===== src/rtl/demosaic_mhc_pipe.sv =====
`default_nettype none
// ============================================================================
//  demosaic_mhc_pipe
//  Malvar-He-Cutler 5x5 Bayer demosaic with a stall-able pipeline.
//  Rev 1.0 - initial release
// ============================================================================
module demosaic_mhc_pipe #(
  parameter int PW    = 10,
  parameter int IMG_W = 640,
  parameter int BAYER = 0
) (
  input  logic             clk,
  input  logic             rst,
  input  logic [25*PW-1:0] in_win,
  input  logic             in_valid,
  input  logic             in_sof,
  output logic             in_ready,
  output logic [PW-1:0]    out_r,
  output logic [PW-1:0]    out_g,
  output logic [PW-1:0]    out_b,
  output logic             out_valid,
  input  logic             out_ready
);

  localparam int                   CW         = $clog2(IMG_W);
  localparam int                   SW         = PW + 8;
  localparam logic [1:0]           c_BAYER    = BAYER[1:0];
  localparam logic [CW-1:0]        c_COL_LAST = CW'(IMG_W - 1);
  localparam logic signed [SW-1:0] c_PMAX     = SW'((1 << PW) - 1);
  localparam logic [1:0]           c_SITE_R   = 2'b00;
  localparam logic [1:0]           c_SITE_GR  = 2'b01;
  localparam logic [1:0]           c_SITE_GB  = 2'b10;
  localparam logic [1:0]           c_SITE_B   = 2'b11;

  logic          w_en;
  logic          w_accept;
  logic [CW-1:0] r_col;
  logic          r_row;
  logic [CW-1:0] w_col_cur;
  logic          w_row_cur;

  assign w_en      = !out_valid || out_ready;
  assign in_ready  = w_en;
  assign w_accept  = in_valid && w_en;
  // A start-of-frame window is (row 0, col 0) whatever the counters say.
  assign w_col_cur = in_sof ? '0 : r_col;
  assign w_row_cur = in_sof ? 1'b0 : r_row;

  always_ff @(posedge clk) begin
    if (rst) begin
      r_col <= '0;
      r_row <= 1'b0;
    end else if (w_accept) begin
      if (w_col_cur == c_COL_LAST) begin
        r_col <= '0;
        r_row <= ~w_row_cur;
      end else begin
        r_col <= w_col_cur + CW'(1);
        r_row <= w_row_cur;
      end
    end
  end

  logic             r_s1_valid;
  logic [25*PW-1:0] r_s1_win;
  logic [1:0]       r_s1_site;

  always_ff @(posedge clk) begin
    if (rst) begin
      r_s1_valid <= 1'b0;
    end else if (w_en) begin
      r_s1_valid <= in_valid;
      r_s1_win   <= in_win;
      r_s1_site  <= {w_row_cur ^ c_BAYER[1], w_col_cur[0] ^ c_BAYER[0]};
    end
  end

  logic signed [SW-1:0] w_d [1:5][1:5];

  for (genvar gi = 1; gi <= 5; gi++) begin : g_row
    for (genvar gj = 1; gj <= 5; gj++) begin : g_col
      assign w_d[gi][gj] = $signed({8'd0, r_s1_win[((gi-1)*5+(gj-1))*PW +: PW]});
    end
  end

  // Corner and off-axis taps play no part in any kernel.
  logic w_unused;
  assign w_unused = ^{w_d[1][1], w_d[1][2], w_d[1][4], w_d[1][5], w_d[2][1], w_d[2][5],
                      w_d[4][1], w_d[4][5], w_d[5][1], w_d[5][2], w_d[5][4], w_d[5][5]};

  logic signed [SW-1:0] w_diag;
  logic signed [SW-1:0] w_far;
  logic signed [SW-1:0] w_gx;
  logic signed [SW-1:0] w_h;
  logic signed [SW-1:0] w_v;
  logic signed [SW-1:0] w_x;

  assign w_diag = w_d[2][2] + w_d[2][4] + w_d[4][2] + w_d[4][4];
  assign w_far  = w_d[1][3] + w_d[5][3] + w_d[3][1] + w_d[3][5];

  assign w_gx = (w_d[3][3] <<< 3)
              + ((w_d[2][3] + w_d[4][3] + w_d[3][2] + w_d[3][4]) <<< 2)
              - (w_far <<< 1);
  assign w_h  = (w_d[3][3] <<< 3) + (w_d[3][3] <<< 1)
              + ((w_d[3][2] + w_d[3][4]) <<< 3)
              - ((w_diag + w_d[3][1] + w_d[3][5]) <<< 1)
              + w_d[1][3] + w_d[5][3];
  assign w_v  = (w_d[3][3] <<< 3) + (w_d[3][3] <<< 1)
              + ((w_d[2][3] + w_d[4][3]) <<< 3)
              - ((w_diag + w_d[1][3] + w_d[5][3]) <<< 1)
              + w_d[3][1] + w_d[3][5];
  assign w_x  = (w_d[3][3] <<< 3) + (w_d[3][3] <<< 2)
              + (w_diag <<< 2)
              - ((w_far <<< 1) + w_far);

  logic                 r_s2_valid;
  logic [1:0]           r_s2_site;
  logic signed [SW-1:0] r_s2_gx;
  logic signed [SW-1:0] r_s2_h;
  logic signed [SW-1:0] r_s2_v;
  logic signed [SW-1:0] r_s2_x;
  logic signed [SW-1:0] r_s2_c;

  always_ff @(posedge clk) begin
    if (rst) begin
      r_s2_valid <= 1'b0;
    end else if (w_en) begin
      r_s2_valid <= r_s1_valid;
      r_s2_site  <= r_s1_site;
      r_s2_gx    <= w_gx;
      r_s2_h     <= w_h;
      r_s2_v     <= w_v;
      r_s2_x     <= w_x;
      // Centre pre-scaled by 16 so pass-through shares the floor/clamp path.
      r_s2_c     <= w_d[3][3] <<< 4;
    end
  end

  logic signed [SW-1:0] w_sel_r;
  logic signed [SW-1:0] w_sel_g;
  logic signed [SW-1:0] w_sel_b;

  always_comb begin
    w_sel_r = r_s2_c;
    w_sel_g = r_s2_gx;
    w_sel_b = r_s2_x;
    case (r_s2_site)
      c_SITE_R:  begin w_sel_r = r_s2_c; w_sel_g = r_s2_gx; w_sel_b = r_s2_x; end
      c_SITE_GR: begin w_sel_r = r_s2_h; w_sel_g = r_s2_c;  w_sel_b = r_s2_v; end
      c_SITE_GB: begin w_sel_r = r_s2_v; w_sel_g = r_s2_c;  w_sel_b = r_s2_h; end
      c_SITE_B:  begin w_sel_r = r_s2_x; w_sel_g = r_s2_gx; w_sel_b = r_s2_c; end
      default:   begin w_sel_r = r_s2_c; w_sel_g = r_s2_gx; w_sel_b = r_s2_x; end
    endcase
  end

  logic                 r_s3_valid;
  logic signed [SW-1:0] r_s3_r;
  logic signed [SW-1:0] r_s3_g;
  logic signed [SW-1:0] r_s3_b;

  always_ff @(posedge clk) begin
    if (rst) begin
      r_s3_valid <= 1'b0;
    end else if (w_en) begin
      r_s3_valid <= r_s2_valid;
      r_s3_r     <= w_sel_r;
      r_s3_g     <= w_sel_g;
      r_s3_b     <= w_sel_b;
    end
  end

  function automatic logic [PW-1:0] f_sat(input logic signed [SW-1:0] s);
    logic signed [SW-1:0] q;
    q = s >>> 4;
    if (q < 0)           return '0;
    else if (q > c_PMAX) return '1;
    else                 return q[PW-1:0];
  endfunction

  always_ff @(posedge clk) begin
    if (rst) begin
      out_valid <= 1'b0;
      out_r     <= '0;
      out_g     <= '0;
      out_b     <= '0;
    end else if (w_en) begin
      out_valid <= r_s3_valid;
      out_r     <= f_sat(r_s3_r);
      out_g     <= f_sat(r_s3_g);
      out_b     <= f_sat(r_s3_b);
    end
  end

endmodule
`default_nettype wire


===== config.mk =====
export PLATFORM = sky130hd
export DESIGN_NAME = demosaic_mhc_pipe
export DESIGN_NICKNAME = d
export VERILOG_FILES = /design/src/rtl/demosaic_mhc_pipe.sv
export SDC_FILE = /design/constraint.sdc
export NUM_CORES = 1
export LEC_CHECK = 0
export CAP_MARGIN = 20
export CORE_MARGIN = 1.5
export CORE_UTILIZATION = 47
export CTS_CLUSTER_SIZE = 30
export DETAILED_ROUTE_END_ITERATION = 10
export PLACE_DENSITY = 0.71
export SLEW_MARGIN = 20
export SYNTH_ARGS = -nofsm -noshare
export SYNTH_HDL_FRONTEND = slang
export SYNTH_SLANG_ARGS = --single-unit

===== constraint.sdc =====
create_clock -name clk -period 18.4 [get_ports clk]
set_input_delay 3.68 -clock clk [delete_from_list [all_inputs] [get_ports clk]]
set_output_delay 3.68 -clock clk [all_outputs]
set_load 0.02 [all_outputs]

==> results of run 1 <==
-- flip-flops by register name (all words and copies together) (netlist names) --
signal and count:
r_s2_x 13, r_s3_r 14, r_s2_c 10, out_b 10, r_s2_valid 1, r_row 1
r_s2_v 14, r_col 10, r_s3_g 14, r_s3_valid 1, r_s3_b 14, r_s1_valid 1
r_s2_h 14, r_s1_win 130, r_s2_site 2, out_r 10, out_g 10, out_valid 1
r_s2_gx 14, r_s1_site 2
-- path summary, 6_finish.rpt --
path | from | end | slack (ns) | cells past startpoint
hold reg to reg | r_s1_site[1]$_DFFE_PP_ | r_s2_site[1]$_DFFE_PP_ | 0.42 | 0
setup reg to reg | r_s1_win[61]$_DFFE_PP_ | r_s2_v[15]$_DFFE_PP_ | 9.32 | 30
setup / recovery | out_ready | in_ready | 9.20 | 5
hold / removal | r_s1_site[1]$_DFFE_PP_ | r_s2_site[1]$_DFFE_PP_ | 0.42 | 0
-- synth_stat cells (2+ instances only) --
cell type,n
inv_1,262
edfxtp_1,241
ha_1,171
fa_1,158
a21oi_1,125
nor2_1,117
xnor2_1,85
nand2_1,55
nor3_1,54
dfxtp_1,45
xor2_1,38
a21o_1,36
clkbuf_1,29
o21ai_0,28
a222oi_1,24
mux2i_1,21
nor2b_1,19
o21ai_1,19
o21bai_1,17
and3_1,12
nand3_1,12
o21a_1,12
mux2_2,11
nand2b_1,8
a211oi_1,6
a31oi_1,5
buf_1,5
nand4_1,5
or3_1,5
a221oi_1,4
a22oi_1,4
o211ai_1,4
and2_1,3
nor3b_1,3
a2111oi_0,2
a41oi_1,2
nand3b_1,2
o31a_1,2
o31ai_1,2
o41a_1,2
or2_2,2
or4_1,2
-- per-stage QoR --
step                      util [%]  cells
after global placement        53.1   2351
final                         55.8   2408
after global routing          55.8   2408
after CTS                     55.8   2408
after floorplan                  -   1681
after detailed placement      53.1   2351
-- kinds of logic (layout without fill, tap and decap cells) --
kind of cell	count (synthesis)	after routing	synth area share, %
mux	32	32	1.72
flops	286	286	42.0
fa+ha+maj	329	329	27.3
xor+xnor	123	123	5.56
simple gates	308	308	7.45
compound gates	307	307	10.2
buf+inv	296	491	5.73
-- per-layer routing --
| layer | global-route usage (%) | share of wire, % | vias up |
|---|---|---|---|
| li1 | - | - | 6159 |
| met1 | 26.9 | 46 | 6180 |
| met2 | 34.0 | 48 | 283 |
| met3 | 2.35 | 4.6 | 44 |
| met4 | 4.37 | 1.6 | 0 |
| met5 | 0 | 0 | - |
-- area by class of cell --
type | instances | area share, %
Clock buffer | 33 | 3.45
Sequential cell | 286 | 35.8
Timing Repair Buffer | 172 | 7.51
Tap cell | 532 | 2.93
Inverter | 262 | 4.33
Clock inverter | 24 | 1.24
Multi-Input combinational cell | 1099 | 44.7
-- critical path, stage by stage --
cell and delay (ns):
clkdlybuf4s50_1 0.45, nor2b_4 0.12, buf_4 0.50, inv_1 0.19
clkdlybuf4s50_1 0.58
==> impl_results.md, run 1 <==
* Startpoint Class: primary input
* YS warnings at 0
* Average via count per standard cell at between 5 and 6
* Critical path class: primary input to output port
* Die area at around 42,000 µm²
* Hold violation total from the final report at 0
* Top-area cell type share of the netlist area at 37.3%
* Storage cell area at 8140 µm²
* Endpoints failing setup at 0
* Max Buffers Root-to-Sink at 3
* Initial antenna violation count at 0
* Max-slew headroom at 28.2%
* Crit path required time at 14.72 ns
* Die width at 206 µm
* Max_cap viols at 0
* Slew Limit Fails at 0
* Nets at around 2,400
* Share of cells above drive strength 1 at roughly 4.1%
* WL/cell at 16.9 µm
* Dpl ws at around 9 ns
* Outcome: finished clean
* Cts hold-fix bufs at 0
* Library cells used by synthesis at 64
* DP HPWL at 32.5 mm
* Post-Synthesis Cells at between 1,500 and 2,000
* #FFs+latches synth at 286
* Gr usage total at 19.8%
* CTS resizes at 0
* Area leader, netlist: edfxtp_1
* Worst slew pin tran at 1.08 ns
* Critical path data arrival time at 5.52 ns
* Synth async-reset ratio at 0%
* Clock Latency Late Sink at 0.57 ns
* Drt first pass iters at 9
* CTS Buf Count at 31
* Hold_ws at 0.420 ns
* Initial Util at 47.6%
* I/O pin count at ~290
* Final min period at approximately 9 ns
* Placed cell areas at 21,700 µm²
* Die Span Y at slightly above 200 µm
* Post-synth top flop: edfxtp_1
* DRC violations left at 0
* Fillers at 3,404
* RSZ-0062 raised after global routing: no
* Setup_tns at 0 ns
* Number of flops mapped to enable cells by yosys at 241
* Worst min path class: register to register
* Core Rows at 74
* Root buf cell: clkbuf_16
* Worst Skew at 0.0224 ns
* # diodes at 0
* Sequential fraction of the synthesis area at 42.0%
* Crit Path Max Fanout at 66
* Post-Syn Area at 19,400 µm²
* Clock net sink count at approximately 290
* CTS clk-pin slew, worst paths at 0.06 ns
* Total number of vias at between 10,000 and 15,000
* WL final at just over 40 mm
* Ranking of synthesized cells by area: edfxtp_1, fa_1, ha_1
* Final worst-path cycle share at ~50%
* Area of the multi-input gates at 10,200 µm²
* Fin area at approximately 23,000 µm²
* TritonCTS clock tree: done
* First-pass GRT wire length at 65.5 mm
* Synthesized area per cell at 11.5 µm²
* Post-Syn Nets at 2,265
* Fmax at 0.109 GHz
* H-tree Lvls at 1
* Most frequent cells in the layout: inv_1, edfxtp_1, ha_1
* 1st-iter DRT viols at around 780
* RePlAce Congestion at between 0.8 and 0.9
* Vias in the first global route at between 10,000 and 15,000
* Antenna-violating nets left at 0
* Number of port buffers at 166
* Layout Area Growth over Synthesis at 17.1%
* Most common cell after layout, fill and taps aside: inv_1
* CP endpoint kind: output port
* Largest net degree at the start of global routing at 90
* Setup bufs post-CTS at 0
* Grt ovf at 0
* Core area at 40,700 µm²
* Post-route worst setup slack at 9.20 ns
Power of run 1 is left out: the tool's default activity adds up to more than one toggle a clock period on the data nets, which glitch-free logic cannot reach.
==> run 2, diff against run 1 <==
clock period = 8.6 ns   (was 18.4 ns; I/O delays follow)
==> impl_results.md, run 2 (synthesis results as in run 1) <==
* WL/cell at 16.9 µm (+0.15%)
* Setup_tns at 0 ns (unchanged)
* DRC violations left at 0 (unchanged)
* Biggest register: r_s1_win
* Final worst-path cycle share at between 90 and 100%
* Gr usage total at 19.8% (+0.051 points)
* CTS Buf Count at 34 (+9.7%)
* Max Buffers Root-to-Sink at 3 (unchanged)
* Crit path largest cell delay at 0.53 ns (-0.05 ns)
* Most common cell after layout, fill and taps aside: inv_1
* RSZ-0062 raised after global routing: no
* Critical path class: register to register
* Hold violation total from the final report at 0 (unchanged)
* Die area at 42,500 µm² (unchanged)
* Largest net degree at the start of global routing at 95 (+5.6%)
* Worst slew pin tran at 1.06 ns (-0.0152 ns)
* Most frequent cells in the layout: inv_1, edfxtp_1, ha_1
* Crit path top cell by count: fa_1
* Worst Skew at 0.0178 ns (-0.00456 ns)
* Cts hold-fix bufs at 0 (unchanged)
* TritonCTS clock tree: done
* WL final at 40.9 mm (+0.57%)
* Startpoint Class: register
* Crit Path Max Fanout at 5 (-92%)
* Crit path required time at 8.95 ns (-5.77 ns)
* Clock Latency Late Sink at 0.54 ns (-0.03 ns)
* Nets at 2,445 (+0.37%)
* Clock net sink count at 286 (unchanged)
* Layout Area Growth over Synthesis at 17.4%
* Slew Limit Fails at 0 (unchanged)
* Share of cells above drive strength 1 at 4.56% (+0.46 points)
* DP HPWL at 32.6 mm (+0.15%)
* 1st-iter DRT viols at 820 (+5.3%)
* Endpoints failing setup at 0 (unchanged)
* Core Rows at 74 (unchanged)
* # diodes at 0 (unchanged)
* Total number of vias at 12,700 (+0.0079%)
* Vias in the first global route at 13,200 (+1.2%)
* Max-slew headroom at 29.2% (+1.0 points)
* Die width at 206 µm (unchanged)
* CTS clk-pin slew, worst paths at 0.06 ns (about the same)
* Average via count per standard cell at 5.24 (-0.41%)
* I/O pin count at 287 (unchanged)
* RePlAce Congestion at 0.874 (-2.8%)
* Critical Path Slowest Stage Cell: fa_1
* Grt ovf at 0 (unchanged)
* Core area at 40,700 µm² (unchanged)
* Number of port buffers at 166 (unchanged)
* Fmax at 0.125 GHz
* Antenna-violating nets left at 0 (unchanged)
* CP endpoint kind: register
* Max_cap viols at 0 (unchanged)
* Initial Util at 47.6% (unchanged)
* Root buf cell: clkbuf_16
* Drt first pass iters at 6 (-3)
* Worst min path class: register to register
* Die Span Y at 206 µm (unchanged)
* Max reg flops at 130 (unchanged)
* Initial antenna violation count at 1 (+1)
* Critical path data arrival time at 8.37 ns (+2.85 ns)
* Final min period at ~8.0 ns
* First-pass GRT wire length at 65.1 mm (-0.54%)
* Outcome: finished clean
* H-tree Lvls at 2 (+1)
run 2: repair_timing:
action / CTS / global route
resized for setup: 0 / 8
buffers inserted: 0 / 1
endpoints found under the setup margin: 0 / 6
run 2: worst paths after layout:
| path | from | end | slack, ns | cells past startpoint |
|---|---|---|---|---|
| min reg2reg | r_s1_site[1]$_DFFE_PP_ | r_s2_site[1]$_DFFE_PP_ | 0.42 | 0 |
| max reg2reg | r_s1_win[81]$_DFFE_PP_ | r_s2_v[15]$_DFFE_PP_ | 0.58 | 31 |
| min | r_s1_site[1]$_DFFE_PP_ | r_s2_site[1]$_DFFE_PP_ | 0.42 | 0 |
| max | r_s1_win[81]$_DFFE_PP_ | r_s2_v[15]$_DFFE_PP_ | 0.58 | 31 |
run 2: per-stage QoR:
stage                     utilization [%]  area, µm²  hold WS [ns]  setup slack (ns)  cells
after floorplan                         -      19400         0.400             0.996   1681
after global placement               53.2      21700         0.409             0.208   2356
after detailed placement             53.2      21700         0.418             0.109   2356
after CTS                            55.8      22700         0.422             0.116   2417
after global routing                 55.9      22800         0.427           0.00773   2418
final                                55.9      22800         0.419             0.580   2418
run 2: metal layers:
layer | track usage (%) | vias up | routed length, µm
met5 | 0 | - | 12
met4 | 5.75 | 2 | 809
met3 | 3.25 | 54 | 1760
met2 | 34.0 | 294 | 19600
met1 | 25.8 | 6139 | 18700
li1 | - | 6178 | -
run 2: cell type report:
| cell class | count | area (µm²) |
|---|---|---|
| Clock buffer | 42 | 881 |
| Clock inverter | 19 | 151 |
| Fill cell | 3468 | 18000 |
| Inverter | 262 | 983 |
| Multi-Input combinational cell | 1099 | 10200 |
| Sequential cell | 286 | 8140 |
| Tap cell | 532 | 666 |
| Timing Repair Buffer | 178 | 1760 |
run 2: critical path, delay by kind of cell (launching register included):
family,cells,cell delay [ns]
xor+xnor,2,0.27
buf+inv,7,0.60
simple gates,4,0.72
fa+ha+maj,10,4.27
flops,1,0.35
compound gates,8,1.61
Power of run 2 is left out for the same reason.
